$ cat config.mk
export PLATFORM = sky130hd
export DESIGN_NAME = output_signature_collector
export DESIGN_NICKNAME = d
export VERILOG_FILES = /design/src/rtl/osc_pkg.sv /design/src/rtl/osc_fold.sv /design/src/rtl/output_signature_collector.sv
export SDC_FILE = /design/constraint.sdc
export NUM_CORES = 1
export LEC_CHECK = 0
export ABC_AREA = 1
export BUFFER_PORTS_ARGS = -buffer_cell sky130_fd_sc_hd__buf_2
export CORE_AREA = 2 2 180 182
export DETAILED_ROUTE_END_ITERATION = 16
export DIE_AREA = 0 0 182 184
export PLACE_DENSITY_LB_ADDON = 0.15
export SETUP_SLACK_MARGIN = 0.02
export SYNTH_ARGS = -nofsm -noshare
export SYNTH_HDL_FRONTEND = slang
export SYNTH_HIERARCHICAL = 1
export SYNTH_SLANG_ARGS = --single-unit
$ cat constraint.sdc
create_clock -name clk -period 4.6 [get_ports clk]
set_input_delay 0.46 -clock clk [delete_from_list [all_inputs] [get_ports clk]]
set_output_delay 0.46 -clock clk [all_outputs]
set_load 0.1 [all_outputs]
$ cat src/rtl/osc_pkg.sv
// osc_pkg: shared state encoding and default constants for the output signature collector
package osc_pkg;
  typedef enum logic [1:0] {IDLE = 2'd0, CAPTURE = 2'd1, DONE = 2'd2, READOUT = 2'd3} state_t;
  localparam int DEF_DATA_W = 376;
  localparam int DEF_SIG_W = 32;
  localparam logic [31:0] DEF_POLY = 32'h04C11DB7;
  localparam logic [31:0] DEF_SEED = 32'h00000000;
  localparam int NCHUNK = (DEF_DATA_W + DEF_SIG_W - 1) / DEF_SIG_W;
endpackage

$ cat src/rtl/osc_fold.sv
// osc_fold: XOR-folds a DATA_W bus into SIG_W bits, top chunk zero-padded
module osc_fold #(
  parameter int DATA_W = 376,
  parameter int SIG_W = 32
) (
  input  logic [DATA_W-1:0] y,
  output logic [SIG_W-1:0]  f
);
  localparam int N = (DATA_W + SIG_W - 1) / SIG_W;
  localparam int PW = N * SIG_W;
  logic [PW-1:0] pad;
  assign pad = PW'(y);
  always_comb begin
    f = '0;
    for (int i = 0; i < N; i++) f = f ^ pad[i*SIG_W +: SIG_W];
  end
endmodule

$ cat src/rtl/output_signature_collector.sv
// output_signature_collector: MISR-compacts sampled y, compares to exp_sig, shifts signature out
module output_signature_collector
  import osc_pkg::*;
#(
  parameter int DATA_W = DEF_DATA_W,
  parameter int SIG_W = DEF_SIG_W,
  parameter int NUM_VECTORS = 21,
  parameter logic [SIG_W-1:0] POLY = DEF_POLY,
  parameter logic [SIG_W-1:0] SEED = DEF_SEED
) (
  input  logic              clk,
  input  logic              rst,
  input  logic              start,
  input  logic              y_valid,
  input  logic [DATA_W-1:0] y,
  input  logic [SIG_W-1:0]  exp_sig,
  input  logic              rd_req,
  output logic              busy,
  output logic              done,
  output logic              match,
  output logic [SIG_W-1:0]  sig,
  output logic [15:0]       count,
  output logic              ser_bit,
  output logic              ser_valid
);
  localparam int IW = $clog2(SIG_W + 2);
  state_t state, state_n;
  logic [SIG_W-1:0] f, step, sh;
  logic [IW-1:0] idx;
  logic last;
  osc_fold #(.DATA_W(DATA_W), .SIG_W(SIG_W)) u_fold (.y(y), .f(f));
  assign step = {sig[SIG_W-2:0], 1'b0} ^ (sig[SIG_W-1] ? POLY : '0) ^ f;
  assign last = state == CAPTURE && y_valid && ({1'b0, count} + 17'd1 == 17'(NUM_VECTORS));
  always_ff @(posedge clk) state <= rst ? IDLE : state_n;
  always_comb begin
    state_n = state == IDLE    ? (start ? CAPTURE : IDLE) :
              state == CAPTURE ? (last ? DONE : CAPTURE) :
              state == DONE    ? (start ? CAPTURE : rd_req ? READOUT : DONE) :
                                 (idx == IW'(SIG_W) ? DONE : READOUT);
  end
  always_ff @(posedge clk) begin
    if (rst) begin
      busy <= 1'b0;
      done <= 1'b0;
      ser_valid <= 1'b0;
      ser_bit <= 1'b0;
    end else begin
      busy <= state_n == CAPTURE || state_n == READOUT;
      done <= state_n == DONE;
      ser_valid <= state_n == READOUT;
      ser_bit <= state_n == READOUT ? (state == DONE ? sig[SIG_W-1] : sh[SIG_W-1]) : 1'b0;
    end
  end
  // sig itself is never shifted; readout works on a shadow copy so sig is untouched
  always_ff @(posedge clk) begin
    if (rst) begin
      sig <= SEED;
      count <= '0;
      match <= 1'b0;
      sh <= '0;
      idx <= '0;
    end else begin
      if (state_n == CAPTURE && state != CAPTURE) begin
        sig <= SEED;
        count <= '0;
        match <= 1'b0;
      end else if (state == CAPTURE && y_valid) begin
        sig <= step;
        count <= count == 16'hFFFF ? count : count + 16'd1;
        if (last) match <= step == exp_sig;
      end
      if (state == DONE && state_n == READOUT) begin
        sh <= {sig[SIG_W-2:0], 1'b0};
        idx <= IW'(1);
      end else if (state == READOUT) begin
        sh <= {sh[SIG_W-2:0], 1'b0};
        idx <= idx + IW'(1);
      end
    end
  end
endmodule
## Yosys cells after proc, flatten, opt, wreduce, memory -nomap -nowiden

Index checks and enable logic that the tools add are counted.

| storage, ports and cells | value |
|---|---|
| register bits | 92 |
| input port bits | 413 |
| word-level logic and storage cells | 66 |

| operators by class | value |
|---|---|
| add/subtract/negate cells | 3 |
| equality and inequality tests | 11 |
| muxes and demuxes | 14 |
| bitwise logic cells | 15 |
| reduce and logical (&&, ||, !) cells | 12 |

Operators with widths:

| cell | number |
|---|---|
| 32-bit bitwise XOR | 11 |
| 32-bit 2-to-1 mux | 2 |
| 32-bit == test | 1 |
| 32-bit by 24-bit bitwise XOR with 32-bit output | 1 |
| 32-bit by 27-bit bitwise XOR with 32-bit output | 1 |
| 27-bit 2-to-1 mux | 1 |
| 16-bit by 1-bit adder with 17-bit output (second input constant) | 1 |
| 17-bit by 5-bit == test with 1-bit output (second input constant) | 1 |
| 16-bit by 1-bit adder with 16-bit output (second input constant) | 1 |
| 16-bit == test (second input constant) | 1 |
| 2-bit 2-to-1 mux | 5 |
| 2-bit == test (second input constant) | 4 |
| 6-bit by 1-bit adder with 6-bit output (second input constant) | 1 |
| 6-bit == test (second input constant) | 1 |
| 1-bit 2-to-1 mux | 6 |
| 2-bit OR reduction | 3 |
| 2-bit by 1-bit == test with 1-bit output (second input constant) | 2 |
| 1-bit logical AND | 4 |
| 2-bit AND reduction | 2 |
| 2-bit logical NOT | 1 |
| 2-bit by 1-bit != test with 1-bit output (second input constant) | 1 |
| 1-bit NOT | 2 |
| 2-bit nonzero test | 1 |
| 1-bit logical OR | 1 |

## Logic depth before layout (Yosys ltp)

Gate-level depths: netlist of the first run.

| logic depth | value |
|---|---|
| word-level depth | 13 |
| mapped depth | 25 |

## Cells and area by module

The synthesis of the first run kept the hierarchy.

Modules (own cells, without submodules):

| module | instances | cells each | area each (µm²) |
|---|---|---|---|
| osc_fold | 1 | 1,203 | 5,656.7 |
| output_signature_collector | 1 | 836 | 5,376.4 |

## Least setup slack after synthesis of the first run

No wires, ideal clock.

| timing path | value |
|---|---|
| path type | reg2reg |
| start | register count[1] |
| end | register match |
| arrival | 2,338 ps |
| required time | 4,472 ps |
| slack | 2,134 ps |
| stages on the path, launching flop included | 13 |
| period minus slack after synthesis | 2,466 ps |
| cells stage by stage | dfxtp_1 ha_1 nand3_2 inv_2 nand2_4 o21ai_2 nand2_1 a21oi_1 nand3_1 nor2_1 nand2_1 nand2_1 nor2_1 |

| between the ends | value |
|---|---|
| longest elaborated chain between the ends | 9 |
| elaborated cells on any way between the ends | 10 |

Ends and longest elaborated chain:

| what | RTL line | text |
|---|---|---|
| start: declaration | output_signature_collector.sv:22 | `output logic [15:0] count,` |
| start signal: assignment | output_signature_collector.sv:69 | `count <= count == 16'hFFFF ? count : count + 16'd1;` |
| 16-bit by 1-bit adder with 17-bit output (*) | output_signature_collector.sv:33 | `assign last = state == CAPTURE && y_valid && ({1'b0, count} + 17'd1 == 17'(NUM_VECTORS));` |
| 17-bit by 5-bit == test with 1-bit output (*) | output_signature_collector.sv:33 |  |
| 1-bit logical AND (*) | output_signature_collector.sv:33 |  |
| 2-bit 2-to-1 mux (2 in a row) | output_signature_collector.sv:37 | `state == CAPTURE ? (last ? DONE : CAPTURE) :` |
| 2-bit 2-to-1 mux | output_signature_collector.sv:36 | `state_n = state == IDLE ? (start ? CAPTURE : IDLE) :` |
| 2-bit by 1-bit == test with 1-bit output | output_signature_collector.sv:63 | `if (state_n == CAPTURE && state != CAPTURE) begin` |
| 1-bit logical AND | output_signature_collector.sv:63 |  |
| 2-bit OR reduction (no line) | n/a |  |
| end signal: assignment | output_signature_collector.sv:70 | `if (last) match <= step == exp_sig;` |
| end: declaration | output_signature_collector.sv:20 | `output logic match,` |

Mark *: on every way between the ends. The rest lies on a longest branch, timed or not.
A chain may end at the register's enable or synchronous reset.

## Final worst setup path of the first run

| timing path | value |
|---|---|
| start | register state[0] |
| end | register match |

| between the ends | value |
|---|---|
| longest elaborated chain between the ends | 9 |
| elaborated cells on any way between the ends | 14 |

Ends and longest elaborated chain:

| what | RTL line | text |
|---|---|---|
| start: declaration | output_signature_collector.sv:27 | `state_t state, state_n;` |
| start signal: assignment | output_signature_collector.sv:34 | `always_ff @(posedge clk) state <= rst ? IDLE : state_n;` |
| 2-bit by 1-bit == test with 1-bit output | output_signature_collector.sv:33, output_signature_collector.sv:37, output_signature_collector.sv:67 |  |
| 1-bit logical AND | output_signature_collector.sv:33, output_signature_collector.sv:67 |  |
| 1-bit logical AND | output_signature_collector.sv:33 |  |
| 2-bit 2-to-1 mux (2 in a row) | output_signature_collector.sv:37 |  |
| 2-bit 2-to-1 mux | output_signature_collector.sv:36 |  |
| 2-bit by 1-bit == test with 1-bit output | output_signature_collector.sv:63 |  |
| 1-bit logical AND | output_signature_collector.sv:63 |  |
| 2-bit OR reduction (no line) | n/a |  |

Several ways; a longest one is shown, not always the timed one.

==> results of run 1 <==
[worst paths after layout]
path	startpoint	to	slack, ns	depth (start not counted)
max	state[0]	match	2.20	11
min	idx[5]	idx[5]	0.46	2
max reg2reg	state[0]	match	2.20	11
min reg2reg	idx[5]	idx[5]	0.46	2
[cell usage after synthesis]
cell type and number:
a31oi_1 1, o311ai_0 1, nand4_1 9, nor2_1 61, or2_2 5, nor3_1 2
dfxtp_1 91, a22oi_1 28, nand2_2 12, buf_6 1, o21ai_0 8, nand3_1 155
buf_1 2, nor3b_1 1, buf_2 7, or2_4 8, ha_1 4, nand4_2 1
xnor2_1 110, nand2_4 2, nor4_1 1, o21bai_1 1, inv_2 3, xor2_1 78
buf_4 2, nor3_2 1, o21a_1 1, a211oi_1 30, nand3_2 9, nor2_4 5
and2_1 1, nand3b_1 26, a21o_1 1, a21oi_1 81, o21ai_2 2, nand2_1 892
nor2_2 4, clkbuf_1 17, inv_1 375
[layout make-up]
cell class              count  area [µm²]  area share
clock inverters             3        46.3     0.00329
inverters                 378        1420       0.101
well taps                 402         503      0.0357
repair buffers            468        2350       0.167
clock buffers              12         256      0.0182
diodes                      8        20.0     0.00142
multi-input cells        1541        7660       0.544
flip-flops and latches     91        1820       0.129
[registers in the layout (all words and copies together) (netlist names)]
name and cells:
ser_bit 1, state 2, done 1, idx 6, count 16, match 1
sh 31, ser_valid 1, sig 32
[worst register-to-register path: cells and delay by family (launching register included)]
| family | cells | cell delay (ns) |
|---|---|---|
| buf+inv | 2 | 0.21 |
| flops | 1 | 0.41 |
| simple gates | 9 | 1.66 |
[per-stage QoR]
stage / utilization / instance area, µm² / std cells / setup WS, ns / hold WS, ns
after floorplan: - / 11000 / 2039 / 2.13 / 0.439
after global placement: 0.438 / 13800 / 2880 / 2.11 / 0.451
after detailed placement: 0.438 / 13800 / 2880 / 2.08 / 0.456
after CTS: 0.448 / 14100 / 2895 / 2.12 / 0.466
after global routing: 0.448 / 14100 / 2900 / 1.91 / 0.484
final: 0.448 / 14100 / 2903 / 2.20 / 0.463
[power by group through the flow]
stage | Clock, µW | Sequential, µW | Combinational [µW]
finish | 772 | 841 | 1510
global route | 822 | 845 | 1740
CTS | 787 | 842 | 1530
detailed placement | 0 | 860 | 1530
global placement | 0 | 860 | 1490
floorplan | 0 | 1000 | 895
[cell families after synthesis]
group / synth area share
compound gates: 0.0848
xor+xnor: 0.149
fa+ha+maj: 0.00454
simple gates: 0.456
buf+inv: 0.141
flops: 0.165
[per-layer routing]
layer / vias to the layer above / part of all wire / global-route usage / wire length [µm]
met5: - / 0.0016 / 0 / 57
met4: 8 / 0.016 / 0.0465 / 575
met3: 43 / 0.061 / 0.0422 / 2180
met2: 325 / 0.51 / 0.398 / 18100
met1: 5519 / 0.41 / 0.231 / 14600
li1: 7106 / - / - / -
==> flow_metrics.py, run 1 <==
metrics = {
    "run_status": {
        "status": "finished, final reports clean",
    },
    "die": {
        "die_width_um": 182,
        "dieArea_mm2": 0.0335,
        "core-area_mm2": 0.0314,
        "ios": 466,
        "rows": 65,
        "die_h_um": 184,
        "start_util": 0.351,
    },
    "synthesis": {
        "synth_top_cell_area_share": 0.303,
        "synth_cells": 2039,
        "synthTopCellsByArea": "nand2_1 (30%), dfxtp_1 (17%), inv_1 (13%), xnor2_1 (8.7%), nand3_1 (7.0%)",
        "synth_area_per_cell_um2": 5.41,
        "synthesis.area_mm2": 0.0110,
        "synth_warnings": 6,
        "synth.distinct_cells": 39,
        "yosysTopAreaCell": "nand2_1",
        "ys_seq_elements": 91,
        "ys_seq_area_frac": 0.165,
        "syn_nets": 2456,
    },
    "setup_path": {
        "path_cells": "inv_2 -> nor2_4 -> nand2_2 -> nor2_2 -> nand2_1 -> inv_1 -> nand3_1 -> nor2_1 -> nand2_1 -> nand2_1 -> nor2_1",
        "end_kind": "register",
        "required_ns": 4.83,
        "critPathKind": "register to register",
        "cp_data_arrival_time_ns": 2.63,
        "crit_path_start_kind": "register",
        "cp_slowest_stage_delay_ns": 0.64,
        "cp_num_buf_inv": 2,
        "slowest_stage": "nor2_2",
        "critPathMaxFanout": 25,
        "cpMostUsedCell": "nand2_1",
        "path_delay_family": "simple AND/OR/NAND/NOR gates",
    },
    "cts": {
        "cts_buffers": 9,
        "cts-htree-levels": 3,
        "post_cts_buffers": 0,
        "cts.repair.resized": 0,
        "tritoncts": "yes",
        "clk_latency_ns": 0.35,
        "clk_pin_slew_ns": 0.06,
        "ctsHoldBuffers": 0,
        "clock-root-buffer": "clkbuf_16",
        "cts_sinks": 91,
        "clk_path_buf_depth": 2,
    },
    "drt": {
        "wirelength_mm": 35.5,
        "drt.antenna.violating_nets": 0,
        "vias": 13000,
        "vias_per_cell": 4.48,
        "drt_pass1_iterations": 5,
        "drc": 0,
        "drtIter0Drc": 509,
        "avgRoutedWirePerCell_um": 12.2,
    },
    "layout": {
        "layout_commonest_cell": "nand2_1",
        "drive_above_1_share": 0.215,
        "num-fill-cells": 3474,
        "layout_common_cells": "nand2_1 (891), buf_2 (465), inv_1 (375), nand3_1 (155), xnor2_1 (110)",
        "area_growth_syn_to_layout_pct": 27.6,
        "final_nets": 2906,
    },
    "power_and_ir_drop": {
        "seqPwrFrac": 0.269,
        "p_sw_uw": 1320,
        "ir_drop_mv": 0.144,
        "swShare": 0.422,
        "power.leakage_uw": 0.00846,
        "power_frac_comb": 0.484,
        "power.total_uw": 3130,
        "power.internal_uw": 1810,
        "powerDensity_mw_per_mm2": 222,
        "clkPwrFrac": 0.247,
    },
    "sta": {
        "hold_violations": 0,
        "tns_ns": 0,
        "fin_skew_ns": 0.00445,
        "max_freq_ghz": 0.416,
        "setup_viol_count_final": 0,
        "rsz0062_at_grt": "false",
        "fin_crit_sh": 0.523,
        "min_period_ns": 2.40,
        "finalMaxSlewViolations": 0,
        "worstMarginPinSlew_ns": 1.07,
        "maxSlewHeadroom": 0.284,
    },
    "grt": {
        "antenna_found_initial": 12,
        "track_usage": 0.206,
        "first_global_vias": 11800,
        "gr-total-overflow": 0,
        "grt_max_degree": 38,
        "grt_pass1_wl_mm": 55.7,
    },
    "place": {
        "gp_congestion": 0.848,
        "dp_hpwl_mm": 30.8,
        "numPortBuffers": 465,
    },
    "flow_run": {
        "drv_cap": 0,
    },
    "hold_path": {
        "hold_class": "register to register",
    },
}
No activity file was read; power rests on OpenSTA's default activity.
==> run 2, diff against run 1 <==
Clock period 4.6 ns to 2.3 ns, I/O delays scaled along.
==> run 2 against run 1 <==
Net effect: count of clock-buffer cells in the layout shrank 2; critical path type unchanged; register-to-register slack lost 1.9 ns; final area up 0.57%; final cell count grew 0.34%; critical path depth grew 3; global-route usage up 0.19 points; clock skew increased by 0.0031 ns; worst hold slack worse by 0.29 ns; total power grew 100%; first-iteration DRC count shrank 11%; maximum frequency rose by 21%.
==> flow_metrics.py, run 2 (synthesized netlist as in run 1, its figures left out) <==
metrics = {
    "run_status": {
        "status": "finished, final reports clean",
    },
    "power_and_ir_drop": {
        "power.internal_uw": 3620,
        "ir_drop_mv": 0.426,
        "powerDensity_mw_per_mm2": 446,
        "seqPwrFrac": 0.267,
        "p_sw_uw": 2690,
        "swShare": 0.427,
        "power.leakage_uw": 0.00851,
        "power_frac_comb": 0.483,
        "clkPwrFrac": 0.250,
    },
    "setup_path": {
        "crit_path_start_kind": "register",
        "slowest_stage": "dfxtp_1",
        "path_cells": "inv_2 -> nand2_1 -> nand2_1 -> nand2_1 -> nand2_1 -> nand2_1 -> nand2_1 -> nor2_1 -> nand2_1 -> nor2_1 -> nand3_1 -> nand2_1 -> nand2_1 -> nor2_1",
        "worstRegToRegCells": 14,
        "cp_slowest_stage_delay_ns": 0.62,
        "r2r_end": "match",
        "cpMostUsedCell": "nand2_1",
        "r2r_slack_ns": 0.31,
        "required_ns": 2.59,
        "critPathKind": "register to register",
        "critPathMaxFanout": 11,
        "end_kind": "register",
        "r2r-start": "sig[31]",
        "cp_data_arrival_time_ns": 2.27,
    },
    "drt": {
        "drc": 0,
        "drt_pass1_iterations": 5,
        "drt.antenna.violating_nets": 0,
        "vias_per_cell": 4.52,
        "avgRoutedWirePerCell_um": 12.4,
        "wirelength_mm": 36.1,
        "drtIter0Drc": 454,
        "vias": 13200,
    },
    "layout": {
        "final_cell_area_mm2": 0.0142,
        "layout_common_cells": "nand2_1 (891), buf_2 (465), inv_1 (375), nand3_1 (155), xnor2_1 (110)",
        "largest_register_ffs": 32,
        "drive_above_1_share": 0.219,
        "area_growth_syn_to_layout_pct": 28.3,
        "final_nets": 2915,
        "top_regs": "sig x32, sh x31, count x16",
        "regMostFlops": "sig",
        "layout_commonest_cell": "nand2_1",
    },
    "sta": {
        "tns_ns": 0,
        "hold_violations": 0,
        "worstMarginPinSlew_ns": 0.681,
        "max_freq_ghz": 0.504,
        "maxSlewHeadroom": 0.546,
        "finalMaxSlewViolations": 0,
        "rsz0062_at_grt": "false",
        "fin_skew_ns": 0.00758,
        "fin_crit_sh": 0.863,
        "setup_viol_count_final": 0,
        "min_period_ns": 1.99,
    },
    "cts": {
        "ctsHoldBuffers": 0,
        "cts-htree-levels": 3,
        "cts.repair.resized": 0,
        "clock-root-buffer": "clkbuf_16",
        "clk_pin_slew_ns": 0.07,
        "clk_latency_ns": 0.35,
        "clk_path_buf_depth": 2,
        "tritoncts": "yes",
        "cts_sinks": 91,
        "cts_buffers": 9,
        "post_cts_buffers": 0,
    },
    "die": {
        "die_width_um": 182,
        "die_h_um": 184,
        "ios": 466,
        "rows": 65,
        "dieArea_mm2": 0.0335,
        "core-area_mm2": 0.0314,
        "start_util": 0.351,
    },
    "grt": {
        "antenna_found_initial": 10,
        "grt_pass1_wl_mm": 56.1,
        "grt_max_degree": 60,
        "track_usage": 0.208,
        "met3_usage": 0.0366,
        "grt_use_met2": 0.391,
        "top_usage_layer": "met2",
        "gr-total-overflow": 0,
        "grtUsageMet1": 0.235,
        "first_global_vias": 11900,
    },
    "flow_run": {
        "drv_cap": 0,
    },
    "hold_path": {
        "whs_endpoint": "count[2]",
        "holdPathStages": 4,
        "min_from": "rst",
        "hold_class": "primary input to register",
    },
    "place": {
        "gp_congestion": 0.841,
        "placed_area_mm2": 0.0138,
        "dp_hpwl_mm": 30.9,
        "numPortBuffers": 465,
    },
}
## run 2: changes by cell type in the layout (fill, tap and decap cells not counted)
cell,delta
clkinv_4,+2
clkbuf_1,-1
dfxtp_1,-3
dfxtp_2,+3
clkbuf_8,-1
inv_6,+1
buf_4,+9
## run 2: through the flow
step                cells  setup WS (ns)  power, µW  hold slack (ns)   util
finish               2913          0.314       6310            0.178  0.451
global route         2912         0.0902       6850            0.203  0.451
CTS                  2905          0.291       6390            0.172  0.450
detailed placement   2889         0.0840       4800            0.456  0.440
global placement     2889         0.0897       4720            0.449  0.440
floorplan            2039         0.0310       3800            0.439      -
## run 2: how the worst max path moves through the flow
stage,from,to,cells past startpoint
2_1_floorplan,sig[31],match,14
3_3_place_gp,y[92],match,23
3_5_place_dp,y[92],match,23
4_1_cts,count[1],match,12
5_1_grt,y[28],match,26
6_report,sig[31],match,14
## run 2: power by group through the flow
stage | logic (µW) | clock network (µW) | registers, µW
after floorplan | 1790 | 0 | 2010
after global placement | 3000 | 0 | 1720
after detailed placement | 3070 | 0 | 1720
after CTS | 3080 | 1620 | 1690
after global routing | 3480 | 1680 | 1700
final | 3050 | 1580 | 1690
## run 2: routing by layer
metal  wire length, µm  share of wire
met5                30        0.00083
met4               943          0.026
met3              2180          0.061
met2             18000           0.50
met1             14900           0.41
## run 2: cell type report
cell class                 count  area [µm²]
inverter                     378        1420
tap                          402         503
sequential                    91        1830
timing repair buffer         477        2420
antenna                        8        20.0
clock inverter                 6        72.6
fill                        3482       17200
multi-input combinational   1541        7660
clock buffer                  10         239
## run 2: critical path, delay by kind of cell, from the launching register on
kind                   cells  cell delay, ns
buffers and inverters      1            0.26
DFF                        1            0.62
and+or+nand+nor           13            1.03
==> run 3, diff against run 2 <==
Settings changed: REMOVE_ABC_BUFFERS set to 1.
==> run 3 against run 2 <==
Net effect: worst setup slack worse by 0.015 ns; non-clock buffer count is 4 higher; critical endpoint unchanged; wire length is 1.3% lower; die area stayed put; sequential share of layout area is 0.057 points lower; total power is 0.26% lower; count of clock-buffer cells in the layout is 1 lower; clock skew is 0.0016 ns higher; maximum frequency is 0.76% lower; via count is 0.14% lower.
==> flow_metrics.py, run 3 (synthesized netlist as in run 1, its figures left out) <==
metrics = {
    "grt": {
        "met3_usage": 0.0442,
        "top_usage_layer": "met2",
        "grt_pass1_wl_mm": 55.6,
        "grtUsageMet1": 0.230,
        "track_usage": 0.206,
        "first_global_vias": 11900,
        "antenna_found_initial": 12,
        "grt_use_met2": 0.386,
        "gr-total-overflow": 0,
        "grt_max_degree": 37,
    },
    "setup_path": {
        "cp_data_arrival_time_ns": 2.29,
        "critPathMaxFanout": 11,
        "worstRegToRegCells": 14,
        "cp-startpoint": "sig[31]",
        "r2r-start": "sig[31]",
        "crit_path_start_kind": "register",
        "critPathKind": "register to register",
        "end_kind": "register",
        "r2r_end": "match",
        "worstSetupEndpoint": "match",
        "required_ns": 2.59,
        "r2r_slack_ns": 0.30,
    },
    "sta": {
        "maxSlewHeadroom": 0.303,
        "finalMaxSlewViolations": 0,
        "fin_skew_ns": 0.00913,
        "rsz0062_at_grt": "false",
        "setup_viol_count_final": 0,
        "whs_ns": 0.206,
        "fin_crit_sh": 0.870,
        "worstMarginPinSlew_ns": 1.04,
        "max_freq_ghz": 0.500,
        "hold_violations": 0,
        "min_period_ns": 2.00,
    },
    "layout": {
        "drive_above_1_share": 0.219,
        "final_nets": 2919,
        "area_growth_syn_to_layout_pct": 28.6,
        "top_regs": "sig x32, sh x31, count x16",
        "layout_commonest_cell": "nand2_1",
        "layout_common_cells": "nand2_1 (891), buf_2 (465), inv_1 (375), nand3_1 (155), xnor2_1 (110)",
        "regMostFlops": "sig",
        "final_cell_area_mm2": 0.0142,
        "largest_register_ffs": 32,
    },
    "place": {
        "numPortBuffers": 465,
        "gp_congestion": 0.858,
        "dp_hpwl_mm": 30.8,
        "placed_area_mm2": 0.0139,
    },
    "cts": {
        "cts-htree-levels": 3,
        "clock-root-buffer": "clkbuf_16",
        "ctsHoldBuffers": 0,
        "tritoncts": "yes",
        "clk_path_buf_depth": 2,
        "post_cts_buffers": 0,
        "cts_buffers": 9,
        "clk_pin_slew_ns": 0.08,
        "clk_latency_ns": 0.36,
        "cts_sinks": 91,
    },
    "die": {
        "start_util": 0.351,
        "core-area_mm2": 0.0314,
        "rows": 65,
        "die_width_um": 182,
        "die_h_um": 184,
        "ios": 466,
        "dieArea_mm2": 0.0335,
    },
    "power_and_ir_drop": {
        "power.leakage_uw": 0.00854,
        "power.total_uw": 6300,
        "ir_drop_mv": 0.558,
        "powerDensity_mw_per_mm2": 444,
    },
    "flow_run": {
        "drv_cap": 0,
    },
    "drt": {
        "wirelength_mm": 35.6,
        "drc": 0,
        "drt_pass1_iterations": 5,
        "avgRoutedWirePerCell_um": 12.2,
        "drt.antenna.violating_nets": 0,
        "vias": 13100,
        "drtIter0Drc": 565,
        "vias_per_cell": 4.50,
    },
    "hold_path": {
        "hold_class": "primary input to register",
        "min_from": "rst",
    },
    "run_status": {
        "status": "finished, final reports clean",
    },
}
==> run 3: worst max-delay path, cell delays in order (launching register included) <==
cell and delay (ns):
dfxtp_1 0.51, inv_2 0.21, nand2_1 0.13, nand2_1 0.06, nand2_1 0.09, nand2_1 0.06, nand2_1 0.05, nand2_1 0.05
nor2_1 0.25, nand2_1 0.09, nor2_1 0.17, nand3_1 0.09, nand2_1 0.06, nand2_1 0.04, nor2_1 0.07
==> run 3: worst min path at each step <==
| stage | end | slack (ns) | cells after the start |
|---|---|---|---|
| 2_1_floorplan | idx[0] | 0.30 | 1 |
| 3_3_place_gp | idx[5] | 0.45 | 2 |
| 3_5_place_dp | idx[5] | 0.46 | 2 |
| 4_1_cts | count[2] | 0.20 | 4 |
| 5_1_grt | count[3] | 0.25 | 4 |
| 6_report | count[3] | 0.21 | 4 |
==> run 3: report_power, final <==
part / switching (µW) / internal [µW] / leakage (µW) / total (µW)
clock network: 786 / 791 / 0.000153 / 1580
logic: 1930 / 1110 / 0.00765 / 3040
registers: 61.0 / 1620 / 0.000736 / 1680
==> run 3: through the flow <==
| stage | setup TNS, ns | worst slack, ns | cells | util |
|---|---|---|---|---|
| finish | 0 | 0.299 | 2918 | 0.452 |
| global route | 0 | 0.110 | 2915 | 0.452 |
| CTS | 0 | 0.155 | 2909 | 0.451 |
| detailed placement | 0 | 0.0496 | 2893 | 0.441 |
| global placement | 0 | 0.0805 | 2893 | 0.441 |
| floorplan | -29.58 | -1.07 | 2010 | - |
==> run 3: per-layer routing <==
metal	up-vias	routed length, µm
met1	5590	14600
li1	7139	-
met3	57	2340
met2	346	17700
met5	-	51
met4	8	943
==> run 3: cell type report <==
type	count	area, µm²
Antenna cell	9	22.5
Clock buffer	9	225
Clock inverter	7	86.3
Fill cell	3426	17200
Inverter	378	1420
Multi-Input combinational cell	1541	7670
Sequential cell	91	1820
Tap cell	402	503
Timing Repair Buffer	481	2450
==> run 3: repair_timing <==
action	in CTS	in global routing
hold endpoints to repair	0	0
gates resized for setup	0	1
setup endpoints to repair	0	3
